[src/rtl/fsb_block_responder.sv]
// Responder for the core's dcache/icache front-side buses: round-robin
// arbitration, then each cache block is moved as single-word memory beats.
module fsb_block_responder #(
    parameter int BLOCK_WORDS = 4,
    parameter int ADDR_W      = 32
) (
    input  logic                      CLK,
    input  logic                      RST,
    input  logic                      abort_bus,
    input  logic                      d_req,
    input  logic                      d_wen,
    input  logic [ADDR_W-1:0]         d_addr,
    input  logic [32*BLOCK_WORDS-1:0] d_wdata,
    output logic                      d_done,
    output logic [32*BLOCK_WORDS-1:0] d_rdata,
    input  logic                      i_req,
    input  logic [ADDR_W-1:0]         i_addr,
    output logic                      i_done,
    output logic [32*BLOCK_WORDS-1:0] i_rdata,
    output logic                      mem_req,
    output logic                      mem_wen,
    output logic [ADDR_W-1:0]         mem_addr,
    output logic [31:0]               mem_wdata,
    input  logic                      mem_ready,
    input  logic [31:0]               mem_rdata,
    output logic                      busy,
    output logic                      owner
);

    localparam int BEAT_W = (BLOCK_WORDS > 1) ? $clog2(BLOCK_WORDS) : 1;
    localparam logic [BEAT_W-1:0] LAST_BEAT  = BEAT_W'(BLOCK_WORDS - 1);
    localparam logic [ADDR_W-1:0] BLOCK_MASK = ADDR_W'(BLOCK_WORDS * 4 - 1);

    localparam logic [1:0] S_IDLE = 2'd0;
    localparam logic [1:0] S_BEAT = 2'd1;
    localparam logic [1:0] S_DONE = 2'd2;

    logic [1:0]                state;
    logic [BEAT_W-1:0]         beat;
    logic [ADDR_W-1:0]         base;
    logic                      wen;
    logic [32*BLOCK_WORDS-1:0] wdata;

    logic grant_any;
    logic grant_d;
    logic in_beat;

    // owner doubles as last_owner: on a tie the port that did not go last wins.
    assign grant_any = !abort_bus && (d_req || i_req);
    assign grant_d   = d_req && (!i_req || !owner);
    assign in_beat   = (state == S_BEAT);

    always_comb begin
        mem_req   = in_beat;
        mem_wen   = in_beat && wen;
        mem_addr  = '0;
        mem_wdata = '0;
        if (in_beat) begin
            mem_addr  = base | (ADDR_W'(beat) << 2);
            mem_wdata = wdata[32*beat +: 32];
        end
    end

    assign busy   = (state != S_IDLE);
    assign d_done = (state == S_DONE) && owner && !abort_bus;
    assign i_done = (state == S_DONE) && !owner && !abort_bus;

    // NOTE: the rdata buffers are visible outputs that must read 0 after
    // reset, so they sit in the reset branch like any other register.
    always_ff @(posedge CLK or posedge RST) begin
        if (RST) begin
            state   <= S_IDLE;
            beat    <= '0;
            base    <= '0;
            wen     <= 1'b0;
            wdata   <= '0;
            owner   <= 1'b0;
            d_rdata <= '0;
            i_rdata <= '0;
        end else begin
            // NOTE: non-blocking assignments throughout, so every branch
            // below sees the pre-edge value of state, beat and owner.
            case (state)
                S_IDLE: begin
                    if (grant_any) begin
                        owner <= grant_d;
                        base  <= (grant_d ? d_addr : i_addr) & ~BLOCK_MASK;
                        wen   <= grant_d && d_wen;
                        if (grant_d) begin
                            wdata <= d_wdata;
                        end
                        beat  <= '0;
                        state <= S_BEAT;
                    end
                end
                S_BEAT: begin
                    if (mem_ready) begin
                        if (!wen) begin
                            if (owner) begin
                                d_rdata[32*beat +: 32] <= mem_rdata;
                            end else begin
                                i_rdata[32*beat +: 32] <= mem_rdata;
                            end
                        end
                        if (beat == LAST_BEAT) begin
                            state <= S_DONE;
                        end else begin
                            beat <= beat + 1'b1;
                        end
                    end
                    // A beat accepted this cycle still lands; the block is then dropped.
                    if (abort_bus) begin
                        state <= S_IDLE;
                    end
                end
                S_DONE: begin
                    state <= S_IDLE;
                end
                default: begin
                    state <= S_IDLE;
                end
            endcase
        end
    end

endmodule

[config.mk]
export PLATFORM = sky130hd
export DESIGN_NAME = fsb_block_responder
export DESIGN_NICKNAME = d
export VERILOG_FILES = /design/src/rtl/fsb_block_responder.sv
export SDC_FILE = /design/constraint.sdc
export NUM_CORES = 1
export LEC_CHECK = 0
export BUFFER_PORTS_ARGS = -buffer_cell sky130_fd_sc_hd__buf_2
export CORE_AREA = 2 2 215 217
export CTS_CLUSTER_SIZE = 16
export DETAILED_ROUTE_END_ITERATION = 16
export DIE_AREA = 0 0 217 219
export PLACE_DENSITY = 0.75
export SYNTH_ARGS = -nofsm -noshare
export SYNTH_HDL_FRONTEND = slang
export SYNTH_SLANG_ARGS = --single-unit
[constraint.sdc]
create_clock -name CLK -period 14.6 [get_ports CLK]
set_clock_uncertainty 0.2 [all_clocks]
set_input_delay 0.73 -clock CLK [delete_from_list [all_inputs] [get_ports CLK]]
set_output_delay 0.73 -clock CLK [all_outputs]
set_load 0.1 [all_outputs]
==> reports/qor.yml, run 1 <==
run_status:
  status: "finished clean"
drt:
  dr.pass1.iters: 5
  ant_nets: 0
  drc_errors: 0
  vias_per_cell: 5.30
  dr.first_iter.drc_count: 893
  vias: 12484
  wl_per_cell_um: 22.0
  wl_mm: 51.9
grt:
  gr-usage-all-layers_pct: 21.6
  grt_max_degree: 85
  gr-total-overflow: 0
  antenna_found_initial: 12
  grt_pass1_wl_mm: 78.6
  grt_pass1_vias: 13482
worst_setup_path:
  reg2reg_from: "beat[1]"
  crit_top_cell: "buf_4"
  r2r_slack_ns: 11.27
  cp.arrival_ns: 4.31
  worst_setup_path_end_kind: "asynchronous set/reset pin"
  cp-startpoint: "RST"
  crit_fanout: 84
  reg2reg_to: "i_rdata[96]"
  required_ns: 15.01
  worst_path_largest_cell_delay_ns: 0.87
  crit_chain: "dlygate4sd3_1 > buf_2 > inv_8 > buf_4 > buf_4 > buf_4"
  worstSetupStartpointType: "input pin"
  critPathSlowestCell: "buf_4"
  crit_path_end: "d_rdata[52]"
  crit_type: "in2async"
  r2r_cells: 6
timing:
  tightest_slew_ns: 1.18
  fmax_mhz: 256
  finalMaxSlewViolations: 0
  fin_crit_ns: 3.91
  grt_setup_unrepaired: "false"
  fin_ws_ns: 10.69
  fin_crit_sh_pct: 26.8
  setup_viol: 0
  relSlewSlack_pct: 21.4
  timing.setup.tns_ns: 0
  hold_viol: 0
final_layout:
  syn_to_final_growth_pct: 25.8
  nNetsFinal: 1954
  multiInputGateArea_sq_um: 7030
  ff_latch_area_sq_um: 10500
  final_layout_size_suffix_gt1_share_pct: 53.2
  num-fill-cells: 3891
  stdcell_area_sq_um: 22600
  instances_no_fill: 2357
placement:
  dp_hpwl_mm: 36.6
  globalplace.congestion: 0.868
  port_buffers: 546
  place_area_sq_um: 21200
  post-place-ws_ns: 10.48
  placed_cells: 2270
die:
  die_w_um: 217
  fp-row-count: 78
  die_h_um: 219
  boundaryPins: 557
  coreArea_sq_um: 45100
  die-area_sq_um: 47500
  start_util_pct: 39.7
clock_tree:
  cts_sinks: 418
  clkLatencyLatePin_ns: 0.57
  post_cts_resized: 0
  clock_path_buffers: 3
  clk_pin_slew_worst_paths_ns: 0.06
  cts_buffers: 44
  cts_tree: "done"
  h-tree-depth: 2
  cts-root-buf: "clkbuf_16"
flow_run:
  drv_cap: 0
synthesis:
  synth-edff-count: 0
  syn-instance-count: 1194
  netlist_area_sq_um: 17900
  syn_area_per_cell_sq_um: 15.0
  ys.flop_type: "dfrtp_1"
  ys_seq_area_share_pct: 58.4
  synth_area_leaders: "dfrtp_1 (58%), mux2_2 (12%), mux2_1 (6.2%), and2_1 (5.6%), mux4_2 (4.0%)"
  ys_warn_count: 0
  asyncSetResetFlopFracSynth_pct: 100
  ys_ff_latch: 418
  netlist.area_leader.share_pct: 58.4
  yosys.cell_types.count: 42
  netlist.top_cell.by_area: "dfrtp_1"
power:
  peakVddDrop_mv: 0.152
  leakage_nw: 11.6
  p_sw_share_pct: 46.2
  power_density_nw_per_um2: 210
  seqPwrFrac_pct: 33.9
  total_power_w: 0.00473
  switchingPower_w: 0.00219
  clockPowerShare_pct: 22.7
  internal-power_w: 0.00254
  p_comb_share_pct: 43.5
min_path:
  min_path_type: "in2reg"
## registers in the layout (all words and copies together) (netlist names)
| register | cells |
|---|---|
| d_rdata | 128 |
| i_rdata | 128 |
| wdata | 128 |
| base | 28 |
| beat | 2 |
| state | 2 |
| owner | 1 |
| wen | 1 |
## cell families (layout without fill, tap and decap cells)
group | after synthesis | after routing | synth area share, %
and+or+nand+nor | 220 | 220 | 8.37
DFF | 418 | 418 | 58.4
AOI/OAI and AO/OA | 101 | 101 | 5.21
muxes | 352 | 352 | 24.8
adders and majority gates | 6 | 6 | 0.419
other | 1 | 8 | 0.0209
buffers and inverters | 96 | 652 | 2.86
## per-layer routing
metal / GRT usage, % / up-vias / share of wire, %
met1: 25.6 / 6389 / 39
met4: 10.3 / 8 / 4.4
met5: 0 / - / 0.10
met2: 36.6 / 573 / 49
met3: 5.59 / 131 / 7.7
li1: - / 5383 / -
## synthesized netlist by cell type, drive strengths merged (6+ instances only)
cell type  instances
mux2             320
dfrtp            418
buf               59
nand4b            30
a22o              65
ha                 6
and2             159
mux4              32
o221a             28
clkbuf            33
## through the flow
stage                     util [%]  hold slack (ns)
after CTS                     50.0            0.126
after detailed placement      46.9            0.269
after global routing          50.0            0.140
final                         50.0            0.173
after global placement        46.9            0.261
after floorplan                  -            0.252
## layout by cell type (no fill, tap or decap), types with 28 or more instances in the layout
master | netlist | final
and2_1 | 159 | 159
mux2_1 | 98 | 98
mux4_2 | 32 | 32
dfrtp_1 | 418 | 416
clkbuf_16 | 0 | 44
mux2_4 | 30 | 30
nand4b_1 | 30 | 30
buf_2 | 35 | 546
mux2_2 | 192 | 192
o221a_2 | 28 | 28
a22o_1 | 65 | 65
## power by group through the flow
| stage | logic [W] | clock network, W | registers, W |
|---|---|---|---|
| 6_report | 0.00206 | 0.00107 | 0.00160 |
| 5_1_grt | 0.00214 | 0.00115 | 0.00163 |
| 4_1_cts | 0.00207 | 0.00110 | 0.00160 |
| 3_5_place_dp | 0.00207 | 0 | 0.00162 |
| 3_3_place_gp | 0.00204 | 0 | 0.00160 |
| 2_1_floorplan | 0.00106 | 0 | 0.00223 |
## final cells by class
cell class,count,area share [%]
clock buffer,68,5.64
multi-input combinational,681,31.2
timing repair buffer,568,12.9
inverter,4,0.0999
tap,600,3.33
antenna,6,0.0666
clock inverter,12,0.444
sequential,418,46.4
## repair_timing
action / CTS / global route
buffers inserted: 0 / 0
hold buffers: 1 / 0
endpoints found under the hold margin: 20 / 0
## worst max-delay path, delay by kind of cell
| kind | cells | cell delay (ns) |
|---|---|---|
| buf+inv | 6 | 3.46 |
## worst min-delay path by stage
| stage | startpoint | to | slack [ns] | depth (start not counted) |
|---|---|---|---|---|
| after floorplan | wdata[64] | wdata[64] | 0.25 | 1 |
| after global placement | wdata[66] | wdata[66] | 0.26 | 1 |
| after detailed placement | wdata[82] | wdata[82] | 0.27 | 1 |
| after CTS | d_wdata[60] | wdata[60] | 0.13 | 2 |
| after global routing | d_wdata[65] | wdata[65] | 0.14 | 2 |
| final | d_wdata[116] | wdata[116] | 0.17 | 2 |
Note: power is estimated with default switching activity, not from simulation.
==> run 2, diff against run 1 <==
Settings changed: ABC_AREA set to 1, CORE_AREA 2 2 215 217 to unset, CORE_MARGIN set to 1, CORE_UTILIZATION set to 40, DIE_AREA 0 0 217 219 to unset, PLACE_DENSITY 0.75 to 0.74.
Clock period 14.6 ns to 3.7 ns, I/O delays scaled along.
==> run 2 against run 1 <==
- synthesized cell count increased by 120%
- critical endpoint is now mem_wdata[21]
- worst hold slack got worse by 0.073 ns
- largest power group unchanged
- cell area is 17% higher
- highest routed layer is now met4
==> reports/qor.yml, run 2 <==
flow_run:
  drv_cap: 0  # unchanged
run_status:
  status: "finished clean"
timing:
  hold_viol: 0  # unchanged
  fin_ws_ns: 0.505  # -10.19 ns
  fin_crit_ns: 3.19
  tightest_slew_ns: 1.06  # -0.120 ns
  setup_viol: 0  # unchanged
  fin_crit_sh_pct: 86.3
  relSlewSlack_pct: 29.6  # +8.2 points
  grt_setup_unrepaired: "false"
  fmax_mhz: 313
  finalMaxSlewViolations: 0  # unchanged
clock_tree:
  h-tree-depth: 2  # unchanged
  clkLatencyLatePin_ns: 0.59  # +0.02 ns
  post_cts_resized: 0  # unchanged
  cts-root-buf: "clkbuf_16"
  cts_buffers: 47  # +6.8%
  clock_path_buffers: 3  # unchanged
  clk_pin_slew_worst_paths_ns: 0.06  # about the same
  cts_setup_buffers: 0  # unchanged
  hold_buffers: 221  # +220
  cts_sinks: 418  # unchanged
  cts_tree: "done"
final_layout:
  final_cell_mix: "nand2_1 (1345), buf_2 (545), dfrtp_1 (417)"
  stdcell_area_sq_um: 26500  # +17%
  syn_to_final_growth_pct: 34.4
  final_layout_size_suffix_gt1_share_pct: 21.0  # -32 points
  reg.largest.list: "d_rdata: 128 flops, i_rdata: 128 flops, wdata: 128 flops"
  layout_commonest_cell: "nand2_1"
  nNetsFinal: 3479  # +78%
worst_setup_path:
  critPathSlowestCell: "dfrtp_4"
  reg2reg_from: "beat[0]"
  cp.arrival_ns: 2.81  # -1.50 ns
  critical-path-top-delay-family: "buffers and inverters"
  crit_top_cell: "nand2_1"
  r2r_cells: 6  # unchanged
  crit_chain: "inv_4 > buf_12 > nand2_1 > nand2_1 > nand2_1 > a21oi_1 > buf_2"
  required_ns: 3.31  # -11.70 ns
  crit_type: "reg2out"
  crit_fanout: 40  # -52%
  worst-path-buf-inv: 3  # -3
  worstSetupStartpointType: "flip-flop"
  worst_setup_path_end_kind: "output pin"
  cp-startpoint: "beat[0]"
  worst_path_largest_cell_delay_ns: 0.50  # -0.37 ns
  path_depth: 7  # +1
die:
  start_util_pct: 40.9  # +1.2 points
  coreArea_sq_um: 48100  # +6.8%
  die_w_um: 224  # +3.2%
  boundaryPins: 557  # unchanged
  die-area_sq_um: 50100  # +5.5%
  die_h_um: 224  # +2.2%
  fp-row-count: 80  # +2.6%
placement:
  post-place-ws_ns: 0.967  # -9.51 ns
  port_buffers: 546  # unchanged
  place_area_sq_um: 22700  # +7.3%
  globalplace.congestion: 0.884  # +1.9%
  dp_hpwl_mm: 45.0  # +23%
min_path:
  hold_depth: 6  # +4
  hold_start: "d_req"
  min_path_type: "in2reg"
drt:
  ant_nets: 0  # unchanged
  wl_mm: 73.5  # +42%
  dr.first_iter.drc_count: 2165  # +140%
  vias_per_cell: 5.26  # -0.76%
  dr.pass1.iters: 8  # +3
  drc_errors: 0  # unchanged
  vias: 20695  # +66%
  wl_per_cell_um: 18.7  # -15%
grt:
  gr-total-overflow: 0  # unchanged
  grt_max_degree: 158  # +86%
  grt_pass1_vias: 20273  # +50%
  gr-usage-all-layers_pct: 28.9  # +7.4 points
  antenna_found_initial: 1  # -11
  grt_pass1_wl_mm: 113  # +44%
synthesis:
  netlist_area_sq_um: 19700  # +9.9%
  synth_area_leaders: "dfrtp_1 (53%), nand2_1 (26%), nand3_1 (5.8%), nand4_1 (4.1%), nor2_1 (3.1%)"
  netlist.area_leader.share_pct: 53.1  # -5.3 points
  ys_ff_latch: 418  # unchanged
  ys_seq_area_share_pct: 53.1  # -5.3 points
  yosys.cell_types.count: 23  # -45%
  asyncSetResetFlopFracSynth_pct: 100  # unchanged
  synth-edff-count: 0  # unchanged
  syn-instance-count: 2575  # +120%
  yosysMostFrequentCell: "nand2_1"
  yosys-top-cells-count: "nand2_1 (1345), dfrtp_1 (418), nand3_1 (230)"
  ys_warn_count: 0  # unchanged
  netlist.top_cell.by_area: "dfrtp_1"
  ys.flop_type: "dfrtp_1"
  syn_area_per_cell_sq_um: 7.65  # -49%
power:
  leakage_nw: 15.2  # +31%
  power_density_nw_per_um2: 741  # +250%
  peakVddDrop_mv: 0.684  # +350%
  total_power_w: 0.0196  # +310%
## run 2: cell types whose count changed in the layout (fill, tap and decap cells not counted), moves of 128 or more
cell,previous run,this run
nor2_1,1,162
mux2_2,192,0
nand4_1,0,128
and2_1,159,0
nand2_1,3,1345
nand3_1,2,228
dlygate4sd3_1,1,221
## run 2: worst register-to-register path, stage by stage (launching register included)
cell	delay, ns
dfrtp_4	0.50
inv_4	0.29
buf_4	0.39
nand3_2	0.63
nor2_1	0.45
nand3_1	0.12
nand2_1	0.10
## run 2: power by group
group	switching [W]	internal, W
clock	0.00195	0.00280
sequential	0.000542	0.00549
combinational	0.00719	0.00166
## run 2: logic make-up (layout without fill, tap and decap cells)
| group | after synthesis | in the layout | share of synthesized area [%] |
|---|---|---|---|
| DFF | 418 | 418 | 53.1 |
| adders and majority gates | 6 | 6 | 0.381 |
| other | 1 | 3 | 0.0190 |
| AOI/OAI and AO/OA | 35 | 35 | 0.908 |
| and+or+nand+nor | 1875 | 1875 | 39.0 |
| buffers and inverters | 240 | 944 | 6.55 |
## run 2: routing by layer
layer	track usage [%]	routed length, um	up-vias
li1	-	-	9464
met1	34.6	27300	9763
met2	48.7	35300	1229
met3	6.72	7150	239
met4	14.8	3800	0
met5	0	0	-
## run 2: metrics by stage
step	instances	hold slack [ns]	TNS, ns	utilization, %
2_1_floorplan	2576	0.0580	-970.82	-
3_3_place_gp	3628	0.188	0	47.1
3_5_place_dp	3628	0.182	0	47.1
4_1_cts	3936	0.0493	0	55.0
5_1_grt	3937	0.144	0	55.0
6_report	3937	0.100	0	55.0
## run 2: worst paths after layout
check	to	slack [ns]
max	mem_wdata[21]	0.51
max reg2reg	d_rdata[88]	0.96
min in group asynchronous	base[25]	0.12
max in group asynchronous	i_rdata[37]	2.26
min reg2reg	i_rdata[28]	0.26
min	state[0]	0.10
## run 2: final cells by class
cell class,count,area [sq um]
inverter,45,175
antenna,1,2.50
sequential,418,10500
clock buffer,70,1380
fill,4212,21700
clock inverter,17,183
multi-input combinational,1918,8000
tap,656,821
timing repair buffer,812,5450
==> run 3, diff against run 2 <==
Settings changed: CORE_UTILIZATION 40 to 28, PLACE_DENSITY 0.74 to 0.58.
==> run 3 against run 2 <==
- total power rose by 2.2%
- register-to-register slack better by 0.10 ns
- sequential share of layout area is 0.76 points lower
- largest power group unchanged
- final cell count is 7.2% higher
- critical path depth decreased by 1
- clock power up 8.6%
- combinational power up 0.5%
- worst setup slack better by 0.096 ns
- critical endpoint is now mem_addr[2]
- first-iteration DRC count shrank 31%
==> reports/qor.yml, run 3 (synthesis results as in run 2) <==
final_layout:
  stdcell_area_sq_um: 27000  # +2.0%
  final_cell_mix: "nand2_1 (1343), buf_2 (545), dfrtp_1 (417)"
  syn_to_final_growth_pct: 37.1
  reg.largest.list: "d_rdata: 128 flops, i_rdata: 128 flops, wdata: 128 flops"
  ff_latch_area_sq_um: 10500  # unchanged
  nNetsFinal: 3483  # +0.11%
  multiInputGateArea_sq_um: 8010  # about the same
  final_layout_size_suffix_gt1_share_pct: 21.4  # +0.39 points
  layout_commonest_cell: "nand2_1"
  num-fill-cells: 7127  # +69%
  postLayoutCoreUtil_pct: 39.1  # -16 points
drt:
  dr.first_iter.drc_count: 1496  # -31%
  ant_nets: 0  # unchanged
  vias: 19827  # -4.2%
  drc_errors: 0  # unchanged
  wl_per_cell_um: 18.0  # -3.7%
  wl_mm: 75.9  # +3.3%
  dr.pass1.iters: 5  # -3
  vias_per_cell: 4.70  # -11%
clock_tree:
  cts_setup_buffers: 0  # unchanged
  clk_pin_slew_worst_paths_ns: 0.06  # about the same
  clkLatencyLatePin_ns: 0.58  # about the same
  h-tree-depth: 2  # unchanged
  cts-root-buf: "clkbuf_16"
  cts_sinks: 418  # unchanged
  cts_tree: "done"
  cts_buffers: 49  # +4.3%
  clock_path_buffers: 3  # unchanged
timing:
  relSlewSlack_pct: 35.6  # +6.1 points
  fin_ws_ns: 0.601  # +0.0956 ns
  fmax_mhz: 323  # +3.1%
  grt_setup_unrepaired: "false"
  setup_viol: 0  # unchanged
  tightest_slew_ns: 0.965  # -0.0908 ns
  timing.setup.tns_ns: 0  # unchanged
  hold_viol: 0  # unchanged
  fin_crit_ns: 3.10  # -0.0956 ns
  finalMaxSlewViolations: 0  # unchanged
  fin_crit_sh_pct: 83.8  # -2.6 points
worst_setup_path:
  crit_fanout: 48  # +20%
  worst_setup_path_end_kind: "output pin"
  cp.arrival_ns: 2.71  # -0.10 ns
  crit_type: "reg2out"
  worstSetupStartpointType: "flip-flop"
  required_ns: 3.31  # about the same
die:
  boundaryPins: 557  # unchanged
  coreArea_sq_um: 69100  # +43%
  die_h_um: 267  # +19%
  die_w_um: 267  # +19%
  fp-row-count: 96  # +20%
  die-area_sq_um: 71400  # +42%
  start_util_pct: 28.5  # -12 points
grt:
  grt_pass1_wl_mm: 115  # +1.9%
  grt_pass1_vias: 19500  # -3.8%
  gr-total-overflow: 0  # unchanged
  gr-usage-all-layers_pct: 20.8  # -8.2 points
  antenna_found_initial: 3  # +2
  grt_max_degree: 158  # unchanged
power:
  power_density_nw_per_um2: 743  # +0.20%
  leakage_nw: 15.2  # +0.57%
  peakVddDrop_mv: 0.551  # -20%
  total_power_w: 0.0201  # +2.2%
placement:
  post-place-ws_ns: 1.09  # +0.121 ns
  place_area_sq_um: 23100  # +1.6%
  port_buffers: 546  # unchanged
  globalplace.congestion: 0.879  # -0.61%
  dp_hpwl_mm: 49.4  # +9.6%
run_status:
  status: "finished clean"
flow_run:
  drv_cap: 0  # unchanged
min_path:
  min_path_type: "in2reg"
-- run 3: cell types whose count changed in the layout (fill, tap and decap cells not counted), sizes merged --
cell / previous run / this run
diode: 1 / 3
bufinv: 3 / 5
clkbuf: 70 / 68
inv: 42 / 44
clkinvlp: 1 / 3
buf: 591 / 593
-- run 3: what timing repair did --
action / in CTS / in global routing
hold buffers: 221 / 0
resized for setup: 0 / 0
hold endpoints to repair: 433 / 0
-- run 3: path summary, 6_finish.rpt --
kind	from	endpoint	slack, ns	cells after the start
min in group asynchronous	RST	base[24]	0.16	3
worst max register to register	state[0]	state[1]	1.06	6
worst min-delay path	i_req	state[0]	0.03	5
max in group asynchronous	RST	d_rdata[99]	2.00	5
worst min register to register	i_rdata[88]	i_rdata[88]	0.26	2
worst max-delay path	state[0]	mem_addr[2]	0.60	6
-- run 3: final cells by class --
cell class	count	share of cell area, %
Inverter	45	0.649
Clock inverter	23	1.03
Tap cell	931	4.31
Clock buffer	68	5.33
Sequential cell	418	38.8
Antenna cell	3	0.0278
Timing Repair Buffer	814	20.2
Multi-Input combinational cell	1918	29.7
-- run 3: worst max-delay path: stages, from the launching register on --
cell	delay [ns]
dfrtp_1	0.50
inv_2	0.06
nor2_2	0.19
inv_2	0.39
buf_4	0.37
nor2_1	0.17
buf_2	0.45
-- run 3: power by group --
part	internal [W]	total [W]	leakage, nW	switching (W)
clock	0.00308	0.00516	0.853	0.00208
combinational	0.00166	0.00889	8.83	0.00723
sequential	0.00549	0.00601	5.56	0.000523
-- run 3: metal layers --
layer | wire, um | GRT usage [%] | vias up | share of wire [%]
li1 | - | - | 9475 | -
met1 | 30300 | 24.9 | 9434 | 40
met2 | 37000 | 35.5 | 758 | 49
met3 | 5500 | 4.69 | 160 | 7.2
met4 | 3170 | 8.88 | 0 | 4.2
met5 | 0 | 0 | - | 0
-- run 3: metrics by stage --
step           hold WS (ns)  std cells
2_1_floorplan        0.0580       2576
6_report             0.0335       4220
3_3_place_gp          0.236       3905
3_5_place_dp          0.223       3905
4_1_cts             0.00339       4217
5_1_grt              0.0568       4220
